`src/rtl/mdu_sequencer.sv`:
```
// mdu_sequencer: iterative MULTU/DIVU controller that borrows the execute-stage ALU for 32 steps.
// Define MDU_DIV_EN to compile in the restoring divider; without it DIVU completes at once with err.
module mdu_sequencer (
    input  logic        clk,
    input  logic        rst_n,
    input  logic        start,
    input  logic        op,
    input  logic [31:0] rs_val,
    input  logic [31:0] rt_val,
    output logic        busy,
    output logic        done,
    output logic [31:0] hi,
    output logic [31:0] lo,
    output logic        err,
    output logic [3:0]  alu_ctl,
    output logic [31:0] alu_a,
    output logic [31:0] alu_b,
    input  logic [31:0] alu_out
);
`ifdef MDU_DIV_EN
    typedef enum logic [1:0] {IDLE, MUL, DIV, DONE} state_t;
`else
    typedef enum logic [1:0] {IDLE, MUL, DONE} state_t;
`endif
    state_t      state_q, state_d;
    logic [4:0]  cnt_q, cnt_d;
    logic [31:0] hi_q, hi_d, lo_q, lo_d, mcand_q, mcand_d;
    logic        err_q, err_d;
    logic        carry;
`ifdef MDU_DIV_EN
    logic [31:0] divisor_q, divisor_d, div_r;
    logic        div_take;
`endif

`ifdef MDU_DIV_EN
    assign busy = (state_q == MUL) || (state_q == DIV);
`else
    assign busy = state_q == MUL;
`endif
    assign done = state_q == DONE;
    assign hi   = hi_q;
    assign lo   = lo_q;
    assign err  = err_q;

    always_comb begin
        state_d   = state_q;
        cnt_d     = cnt_q;
        hi_d      = hi_q;
        lo_d      = lo_q;
        mcand_d   = mcand_q;
        err_d     = err_q;
        alu_ctl   = 4'd0;
        alu_a     = '0;
        alu_b     = '0;
        carry     = 1'b0;
`ifdef MDU_DIV_EN
        divisor_d = divisor_q;
        div_r     = {hi_q[30:0], lo_q[31]};
        div_take  = 1'b0;
`endif
        case (state_q)
            MUL: begin
                alu_ctl = 4'd2;
                alu_a   = hi_q;
                alu_b   = lo_q[0] ? mcand_q : '0;
                // the ALU has no carry out, so recover it from wraparound
                carry   = alu_out < hi_q;
                {hi_d, lo_d} = {carry, alu_out, lo_q[31:1]};
                state_d = (cnt_q == 5'd31) ? DONE : MUL;
                cnt_d   = cnt_q + 5'd1;
            end
`ifdef MDU_DIV_EN
            DIV: begin
                alu_ctl  = 4'd6;
                alu_a    = div_r;
                alu_b    = divisor_q;
                // hi[31] set means the shifted remainder is >= 2^32, so it always covers the divisor
                div_take = hi_q[31] | (div_r >= divisor_q);
                hi_d     = div_take ? alu_out : div_r;
                lo_d     = {lo_q[30:0], div_take};
                state_d  = (cnt_q == 5'd31) ? DONE : DIV;
                cnt_d    = cnt_q + 5'd1;
            end
`endif
            default: begin
                state_d = IDLE;
                if (start) begin
                    err_d = 1'b0;
                    cnt_d = 5'd0;
                    if (!op) begin
                        hi_d    = '0;
                        lo_d    = rt_val;
                        mcand_d = rs_val;
                        state_d = MUL;
                    end else begin
`ifdef MDU_DIV_EN
                        if (rt_val != 32'd0) begin
                            hi_d      = '0;
                            lo_d      = rs_val;
                            divisor_d = rt_val;
                            state_d   = DIV;
                        end else begin
                            hi_d    = rs_val;
                            lo_d    = 32'hFFFF_FFFF;
                            err_d   = 1'b1;
                            state_d = DONE;
                        end
`else
                        hi_d    = '0;
                        lo_d    = '0;
                        err_d   = 1'b1;
                        state_d = DONE;
`endif
                    end
                end
            end
        endcase
    end

    always_ff @(posedge clk or negedge rst_n) begin
        if (!rst_n) begin
            state_q   <= IDLE;
            cnt_q     <= '0;
            hi_q      <= '0;
            lo_q      <= '0;
            mcand_q   <= '0;
            err_q     <= 1'b0;
`ifdef MDU_DIV_EN
            divisor_q <= '0;
`endif
        end else begin
            state_q   <= state_d;
            cnt_q     <= cnt_d;
            hi_q      <= hi_d;
            lo_q      <= lo_d;
            mcand_q   <= mcand_d;
            err_q     <= err_d;
`ifdef MDU_DIV_EN
            divisor_q <= divisor_d;
`endif
        end
    end
endmodule

```
`config.mk`:
```
export PLATFORM = sky130hd
export DESIGN_NAME = mdu_sequencer
export DESIGN_NICKNAME = d
export VERILOG_FILES = /design/src/rtl/mdu_sequencer.sv
export SDC_FILE = /design/constraint.sdc
export NUM_CORES = 1
export LEC_CHECK = 0
export ABC_AREA = 1
export CORE_UTILIZATION = 46
export CTS_CLUSTER_SIZE = 20
export DETAILED_ROUTE_END_ITERATION = 8
export PLACE_DENSITY_LB_ADDON = 0.25
export SLEW_MARGIN = 5
export SYNTH_ARGS = -nofsm -noshare
export SYNTH_HDL_FRONTEND = slang
export SYNTH_SLANG_ARGS = --single-unit
export TNS_END_PERCENT = 1
```
`constraint.sdc`:
```
create_clock -name clk -period 4.02 [get_ports clk]
set_input_delay 0.402 -clock clk [delete_from_list [all_inputs] [get_ports clk]]
set_output_delay 0.402 -clock clk [all_outputs]
set_load 0.01 [all_outputs]
```
==> PnR_summary.wiki, run 1 <==
{| class="wikitable"
! Metric !! Value
|-
| Status || finished clean
|-
| Arrival @ worst endpoint || approximately 2.4 ns
|-
| Worst-Skew Late Latency || approximately 0.33 ns
|-
| Fraction of the core area covered by cells at the end of the flow || 0.7175
|-
| Post-synthesis cell type count || 27
|-
| Combined area of the multi-input logic cells || 2232 sq um
|-
| Number of core rows || 38
|-
| Startpoint types || flop
|-
| Boundary Pins || 235
|-
| Area Growth Syn to Fin || 49.10%
|-
| Post-Synthesis Cell Area || around 5300 sq um
|-
| Reg2Reg Capture Point || lo[25]$_DFFE_PN0P_
|-
| Final HPWL from detailed placement || 11020 um
|-
| Time the worst path needs with I/O delays and setup || around 2.8 ns
|-
| Maximum number of pins on one net before global-route repair || 75
|-
| Asr flop ratio synth || 1.000
|-
| Max Cap Viol || 0
|-
| Post-DR vias/cell || roughly 5
|-
| Critical path class || reg -> out
|-
| Post-detailed-placement cell area || ~7600 sq um
|-
| Post-synthesis register bit count || roughly 100
|-
| Worst slew slack as a fraction of its limit || 0.3092
|-
| Endpoint kind of the worst setup timing path || output port
|-
| Final number of setup-violating endpoints || 0
|-
| Maximum clock insertion buffer count || 2
|-
| Unrepaired setup endpoints after global routing || false
|-
| Placed cells || roughly 1000
|-
| Cells after synthesis || around 660
|-
| Worst path required time || 3.62 ns
|-
| Dominant register cell in the synthesized netlist || sky130_fd_sc_hd__dfrtp_1
|-
| Total Power Consumption || roughly 5.4 mW
|-
| Gr usage total || 0.2576
|-
| Syn_area_per_cell || ~8 sq um
|-
| Die height || ~110 um
|-
| Clock transition at the registers of the reported paths || 0.07 ns
|-
| Residual antenna-violating net count after detailed routing || 0
|-
| Post-CTS setup buffers || 0
|-
| Share of the cycle needed by the critical path after routing || 0.6876
|-
| Cell area after layout || 7949 sq um
|-
| Root buf cell || sky130_fd_sc_hd__clkbuf_16
|-
| Initial core utilization || 0.4813
|-
| Count of instances resized after the clock tree is built || 0
|-
| Number of search-and-repair iterations in the first detailed-routing pass || 5
|-
| Die width || between 100 and 150 um
|-
| Startpoint of the worst-slack reg-to-reg timing path || state_q[1]$_DFF_PN0_
|-
| Register cell area after layout || 2603 sq um
|-
| FMAX || about 0.36 GHz
|-
| Initial antenna violation count || 0
|-
| TritonCTS clock tree || yes
|-
| Worst IR drop on VDD || between 0.3 and 0.4 mV
|-
| Core footprint || ~11000 sq um
|-
| H-tree lvl count || 3
|-
| Worst Reg2Reg Path Length in Cells || 6
|-
| Clock buffers created by TritonCTS || 9
|-
| Via count of the first global-routing pass || a little over 5000
|-
| Remaining routing DRC violations || 0
|-
| Top library cells by usage in the layout, fill and taps aside || sky130_fd_sc_hd__nand2_1 (230), sky130_fd_sc_hd__clkdlybuf4s50_1 (230), sky130_fd_sc_hd__dfrtp_1 (104), sky130_fd_sc_hd__inv_1 (73), sky130_fd_sc_hd__nor2_1 (72)
|-
| Power Density || just under 700 nW/um^2
|-
| Nets@finish || 999
|-
| # clock sinks || roughly 100
|-
| Input/output buffers || 231
|-
| Worst setup slack for register-to-register paths || 1.34 ns
|-
| EDFF count, synth || 0
|-
| Share of final-layout standard cells stronger than drive strength 1 || 0.02870
|-
| Routed via count || just over 5000
|-
| Final routed wire length divided by cell count || 14.81 um
|-
| Setup Total Neg Slack || 0 ns
|-
| Count of pins over their slew limit || 0
|-
| Worst clock skew || 0.006237 ns
|-
| Final cell count without fillers || a little over 1000
|-
| Number of DRC violations after detailed-routing iteration 0 || 261
|-
| Wire length of the first global-routing pass || between 20000 and 25000 um
|-
| Largest fanout of any net on the critical path || between 50 and 60
|-
| Hold-fix buffers, CTS || 0
|-
| Transition time at the pin with the least slew margin || between 1 and 1.5 ns
|-
| Lkg Pwr || between 3 and 4 nW
|-
| Part of the Yosys area used for sequential elements || 0.4881
|-
| # diodes || 0
|-
| YS warnings || 0
|-
| Routed WL || approximately 15000 um
|-
| Gp weighted congestion || slightly below 0.9
|-
| Fill cell total of the finished layout || just under 900
|-
| Final global-route overflow total || 0
|-
| Area enclosed by the die boundary || roughly 12000 sq um
|-
| Total count of hold-check failures in the final report || 0
|-
| Type of the tightest min-delay check || in -> async
|}
==> worst max-delay path by stage <==
stage / from / end / slack (ns) / cells past startpoint
2_1_floorplan: state_q[1]$_DFF_PN0_ / alu_b[21] / 2.51 / 6
3_3_place_gp: state_q[1]$_DFF_PN0_ / lo[7]$_DFFE_PN0P_ / 1.49 / 6
3_5_place_dp: state_q[1]$_DFF_PN0_ / lo[7]$_DFFE_PN0P_ / 1.34 / 6
4_1_cts: state_q[0]$_DFF_PN0_ / alu_a[2] / 1.22 / 4
5_1_grt: state_q[1]$_DFF_PN0_ / lo[7]$_DFFE_PN0P_ / 1.03 / 6
6_report: state_q[0]$_DFF_PN0_ / alu_a[2] / 1.26 / 4
==> where the power goes <==
group / internal (mW) / leakage [nW] / switching, mW
Clock: 0.563 / 0.160 / 0.370
Combinational: 1.26 / 2.14 / 1.38
Sequential: 1.49 / 1.33 / 0.305
==> worst max-delay path, cell delays in order, from the launching register on <==
cell and delay, ns:
sky130_fd_sc_hd__dfrtp_1 0.41, sky130_fd_sc_hd__nand2_4 0.37, sky130_fd_sc_hd__buf_4 0.57, sky130_fd_sc_hd__nor2_1 0.13
sky130_fd_sc_hd__clkdlybuf4s50_1 0.51
==> registers in the layout (all words and copies together) (netlist names) <==
| name | flops |
|---|---|
| lo | 32 |
| mcand_q | 32 |
| state_q | 2 |
| cnt_q | 5 |
| err | 1 |
| hi | 32 |
==> synth_stat cells (2+ instances only) <==
master / n / area (sq um)
sky130_fd_sc_hd__nor3_1: 2 / 10.01
sky130_fd_sc_hd__nand4_1: 3 / 18.77
sky130_fd_sc_hd__buf_4: 5 / 37.54
sky130_fd_sc_hd__inv_2: 3 / 11.26
sky130_fd_sc_hd__a22o_1: 2 / 17.52
sky130_fd_sc_hd__inv_1: 73 / 274.0
sky130_fd_sc_hd__buf_2: 17 / 85.08
sky130_fd_sc_hd__dfrtp_1: 104 / 2603
sky130_fd_sc_hd__buf_6: 6 / 67.56
sky130_fd_sc_hd__nand3_1: 3 / 15.01
sky130_fd_sc_hd__nor2_1: 73 / 274.0
sky130_fd_sc_hd__clkbuf_1: 9 / 33.78
sky130_fd_sc_hd__o211ai_1: 4 / 30.03
sky130_fd_sc_hd__nand2_1: 230 / 863.3
sky130_fd_sc_hd__o21ai_0: 18 / 90.09
sky130_fd_sc_hd__ha_1: 33 / 412.9
sky130_fd_sc_hd__a21oi_1: 15 / 75.07
sky130_fd_sc_hd__buf_1: 2 / 7.510
sky130_fd_sc_hd__o221ai_1: 29 / 254.0
sky130_fd_sc_hd__o21ai_1: 20 / 100.1
==> layer usage <==
layer / track usage / up-vias / share of wire
met3: 0.04386 / 30 / 0.068
met1: 0.3272 / 2407 / 0.42
met4: 0.1086 / 0 / 0.027
met2: 0.4349 / 218 / 0.49
li1: - / 2487 / -
met5: 0 / - / 0
==> cell families after synthesis <==
group / share of synthesized area
and+or+nand+nor: 0.2248
buffers and inverters: 0.09692
DFF: 0.4881
AOI/OAI and AO/OA: 0.1103
adders and majority gates: 0.07745
xor gates and xnor gates: 0.001643
other: 0.0007034
==> layout make-up <==
| class | instances | share of cell area |
|---|---|---|
| clock buffer | 11 | 0.03054 |
| clock inverter | 5 | 0.009917 |
| inverter | 76 | 0.03589 |
| multi-input combinational | 441 | 0.2808 |
| sequential | 104 | 0.3274 |
| tap | 140 | 0.02204 |
| timing repair buffer | 234 | 0.2934 |
==> through the flow <==
| stage | setup WS [ns] | hold WS [ns] |
|---|---|---|
| after floorplan | 2.506 | 0.1064 |
| after global placement | 1.489 | 0.4544 |
| after detailed placement | 1.340 | 0.4593 |
| after CTS | 1.224 | 0.2397 |
| after global routing | 1.030 | 0.2710 |
| final | 1.256 | 0.1898 |
No activity file was read; power rests on OpenSTA's default activity.
==> inputs of run 2 (changes only) <==
--- a/config.mk
+++ b/config.mk
@@ -6,7 +6,7 @@
 export NUM_CORES = 1
 export LEC_CHECK = 0
 export ABC_AREA = 1
-export CORE_UTILIZATION = 46
+export CORE_UTILIZATION = 43
 export CTS_CLUSTER_SIZE = 20
 export DETAILED_ROUTE_END_ITERATION = 8
 export PLACE_DENSITY_LB_ADDON = 0.25
==> constraint.sdc (replaced) <==
create_clock -name clk -period 2.6 [get_ports clk]
set_input_delay 0.26 -clock clk [delete_from_list [all_inputs] [get_ports clk]]
set_output_delay 0.26 -clock clk [all_outputs]
set_load 0.01 [all_outputs]
==> run 2 against run 1 <==
Clock power increased by 47%. Count of clock-buffer cells in the layout up 1. Final cell count increased by 3.8%. Core utilization decreased by 4.9 points. Combinational power rose by 59%. Via count is 0.76% higher. Register-to-register slack worse by 0.69 ns. First-iteration DRC count up 24%. Flip-flop and latch count is the same. Critical path type unchanged.
==> PnR_summary.wiki, run 2 (synthesis gave the netlist of run 1 again) <==
{| class="wikitable"
! Metric !! Value
|-
| Gr usage total || 0.2375 (was 0.2576)
|-
| Remaining routing DRC violations || 0 (unchanged)
|-
| Worst setup slack for register-to-register paths || 0.65 ns (was 1.34 ns)
|-
| Register cell area after layout || 2603 sq um (unchanged)
|-
| Number of search-and-repair iterations in the first detailed-routing pass || 4 (was 5)
|-
| Transition time at the pin with the least slew margin || 0.5486 ns (was 1.035 ns)
|-
| Critical path class || reg -> out (unchanged)
|-
| Routed via count || 5181 (was 5142)
|-
| H-tree lvl count || 3 (unchanged)
|-
| Total count of hold-check failures in the final report || 0 (unchanged)
|-
| FMAX || around 0.42 GHz
|-
| Fill cell total of the finished layout || 1014 (was 892)
|-
| Share of final-layout standard cells stronger than drive strength 1 || 0.03746 (was 0.02870)
|-
| Gp weighted congestion || 0.8395 (was 0.8737)
|-
| Worst IR drop on VDD || 0.4691 mV (was 0.3584 mV)
|-
| Unrepaired setup endpoints after global routing || false (unchanged)
|-
| Setup Total Neg Slack || 0 ns (unchanged)
|-
| Core footprint || 12060 sq um (was 11080 sq um)
|-
| Gate power share || 0.506 (was 0.491)
|-
| Routed WL || 14970 um (was 14980 um)
|-
| Hold_ws || 0.4460 ns (was 0.1898 ns)
|-
| Worst slew slack as a fraction of its limit || 0.6343 (was 0.3092)
|-
| Wire length of the first global-routing pass || 24100 um (was 24000 um)
|-
| # clock sinks || 104 (unchanged)
|-
| Maximum number of pins on one net before global-route repair || 42 (was 75)
|-
| Number of core rows || 40 (was 38)
|-
| Count of pins over their slew limit || 0 (unchanged)
|-
| Via count of the first global-routing pass || 5049 (was 5084)
|-
| Max Cap Viol || 0 (unchanged)
|-
| Setup ws final || 0.2331 ns (was 1.256 ns)
|-
| Clock buffers created by TritonCTS || 9 (unchanged)
|-
| Net Sw Power || 3.193 mW (was 2.053 mW)
|-
| Number of DRC violations after detailed-routing iteration 0 || 324 (was 261)
|-
| Initial antenna violation count || 0 (unchanged)
|-
| Die width || 113.4 um (was 109.7 um)
|-
| Post-DR vias/cell || 4.939 (was 5.086)
|-
| Reg2Reg Capture Point || lo[19]$_DFFE_PN0P_ (was lo[25]$_DFFE_PN0P_)
|-
| Arrival @ worst endpoint || 2.11 ns (was 2.36 ns)
|-
| Part of the total power dissipated in sequential elements || 0.329 (was 0.335)
|-
| Final number of setup-violating endpoints || 0 (unchanged)
|-
| Internal power component || 5.081 mW (was 3.311 mW)
|-
| Maximum clock insertion buffer count || 2 (unchanged)
|-
| Top library cells by usage in the layout, fill and taps aside || sky130_fd_sc_hd__nand2_1 (230), sky130_fd_sc_hd__clkdlybuf4s50_1 (230), sky130_fd_sc_hd__dfrtp_1 (104), sky130_fd_sc_hd__inv_1 (73), sky130_fd_sc_hd__nor2_1 (72) (unchanged)
|-
| # diodes || 0 (unchanged)
|-
| Post-Place Setup Slack || 0.6108 ns (was 1.340 ns)
|-
| Power Density || 1026 nW/um^2 (was 674.8 nW/um^2)
|-
| TritonCTS clock tree || yes (unchanged)
|-
| Worst clock skew || 0.003360 ns (was 0.006237 ns)
|-
| Type of the tightest min-delay check || in -> async (unchanged)
|-
| Worst Reg2Reg Path Length in Cells || 7 (was 6)
|-
| Residual antenna-violating net count after detailed routing || 0 (unchanged)
|-
| Largest fanout of any net on the critical path || 41 (was 58)
|-
| Startpoint of the worst-slack reg-to-reg timing path || state_q[1]$_DFF_PN0_ (unchanged)
|-
| Endpoint kind of the worst setup timing path || output port (unchanged)
|-
| Status || finished clean (unchanged)
|-
| Combined area of the multi-input logic cells || 2232 sq um (unchanged)
|-
| Total Power Consumption || 8.274 mW (was 5.364 mW)
|-
| Final routed wire length divided by cell count || 14.27 um (was 14.81 um)
|-
| Final HPWL from detailed placement || 11310 um (was 11020 um)
|-
| Lkg Pwr || 3.668 nW (was 3.624 nW)
|-
| Clock transition at the registers of the reported paths || 0.07 ns (about the same)
|-
| Area enclosed by the die boundary || 12850 sq um (was 12020 sq um)
|-
| Startpoint types || flop (unchanged)
|-
| Post-CTS setup buffers || 0 (unchanged)
|-
| Nets@finish || 1009 (was 999)
|-
| Count of instances resized after the clock tree is built || 0 (unchanged)
|-
| Switching fraction of total power || 0.3859 (was 0.3828)
|-
| Die height || 113.4 um (was 109.7 um)
|-
| Initial core utilization || 0.4420 (was 0.4813)
|-
| Worst path required time || 2.34 ns (was 3.62 ns)
|-
| Clock share of power || 0.166 (was 0.174)
|-
| Input/output buffers || 231 (unchanged)
|-
| Share of the cycle needed by the critical path after routing || 0.9103
|-
| Worst-Skew Late Latency || 0.34 ns (was 0.33 ns)
|-
| Boundary Pins || 235 (unchanged)
|-
| Final global-route overflow total || 0 (unchanged)
|-
| Time the worst path needs with I/O delays and setup || between 2 and 2.5 ns
|-
| Area Growth Syn to Fin || 51.26% (was 49.10%)
|-
| Root buf cell || sky130_fd_sc_hd__clkbuf_16 (unchanged)
|}
-- run 2: cell count changes in the layout (fill, tap and decap cells not counted), sizes merged --
| cell | before | now |
|---|---|---|
| buf | 4 | 13 |
| bufinv | 2 | 1 |
| dlygate4sd3 | 0 | 1 |
| clkbuf | 11 | 12 |
-- run 2: cell type report --
cell class                      instances  share of cell area
Clock buffer                           12             0.03057
Clock inverter                          4            0.006517
Inverter                               76             0.03538
Multi-Input combinational cell        441              0.2768
Sequential cell                       104              0.3227
Tap cell                              168             0.02607
Timing Repair Buffer                  244              0.3019
-- run 2: worst max-delay path, stage by stage, from the launching register on --
cell and delay [ns]:
sky130_fd_sc_hd__dfrtp_1 0.41, sky130_fd_sc_hd__nand2_4 0.27, sky130_fd_sc_hd__buf_4 0.45, sky130_fd_sc_hd__nor2_1 0.12
sky130_fd_sc_hd__clkdlybuf4s50_1 0.50
-- run 2: worst max path at each step --
stage	startpoint	endpoint	slack (ns)	depth (start not counted)
final	state_q[0]$_DFF_PN0_	alu_b[22]	0.23	4
after global routing	state_q[0]$_DFF_PN0_	alu_b[22]	0.10	4
after CTS	state_q[0]$_DFF_PN0_	alu_b[22]	0.22	4
after detailed placement	state_q[0]$_DFF_PN0_	alu_b[22]	0.61	4
after global placement	state_q[0]$_DFF_PN0_	alu_b[22]	0.61	4
after floorplan	state_q[1]$_DFF_PN0_	alu_b[21]	1.23	6
-- run 2: timing repair --
item,4_1_cts,5_1_grt
setup endpoints to repair,0,0
endpoints found under the hold margin,38,0
hold buffers,1,0
-- run 2: routing by layer --
layer  wire length [um]  GRT usage  share of wire
met5                  0          0              0
met4                438     0.1105          0.029
met3               1018    0.04392          0.068
met2               7280     0.4053           0.49
met1               6227     0.2920           0.42
-- run 2: through the flow --
stage / std cells / util / instance area (sq um)
2_1_floorplan: 660 / - / 5339
5_1_grt: 1049 / 0.6686 / 8064
6_report: 1049 / 0.6686 / 8064
4_1_cts: 1049 / 0.6686 / 8064
3_5_place_dp: 1032 / 0.6429 / 7755
3_3_place_gp: 1032 / 0.6429 / 7755
-- run 2: power by group through the flow --
stage / registers (mW) / logic [mW] / clock network, mW
after CTS: 2.72 / 4.22 / 1.40
after global routing: 2.80 / 4.61 / 1.47
after global placement: 2.71 / 4.08 / 0
after detailed placement: 2.73 / 4.20 / 0
final: 2.72 / 4.19 / 1.37
after floorplan: 2.86 / 1.98 / 0
==> inputs of run 3 (changes only) <==
--- a/config.mk
+++ b/config.mk
@@ -9,6 +9,7 @@
 export CORE_UTILIZATION = 43
 export CTS_CLUSTER_SIZE = 20
 export DETAILED_ROUTE_END_ITERATION = 8
+export HOLD_SLACK_MARGIN = 0.02
 export PLACE_DENSITY_LB_ADDON = 0.25
 export SLEW_MARGIN = 5
 export SYNTH_ARGS = -nofsm -noshare
==> results of run 3 <==
Final layout, timing and power as in run 2 (identical DEF).
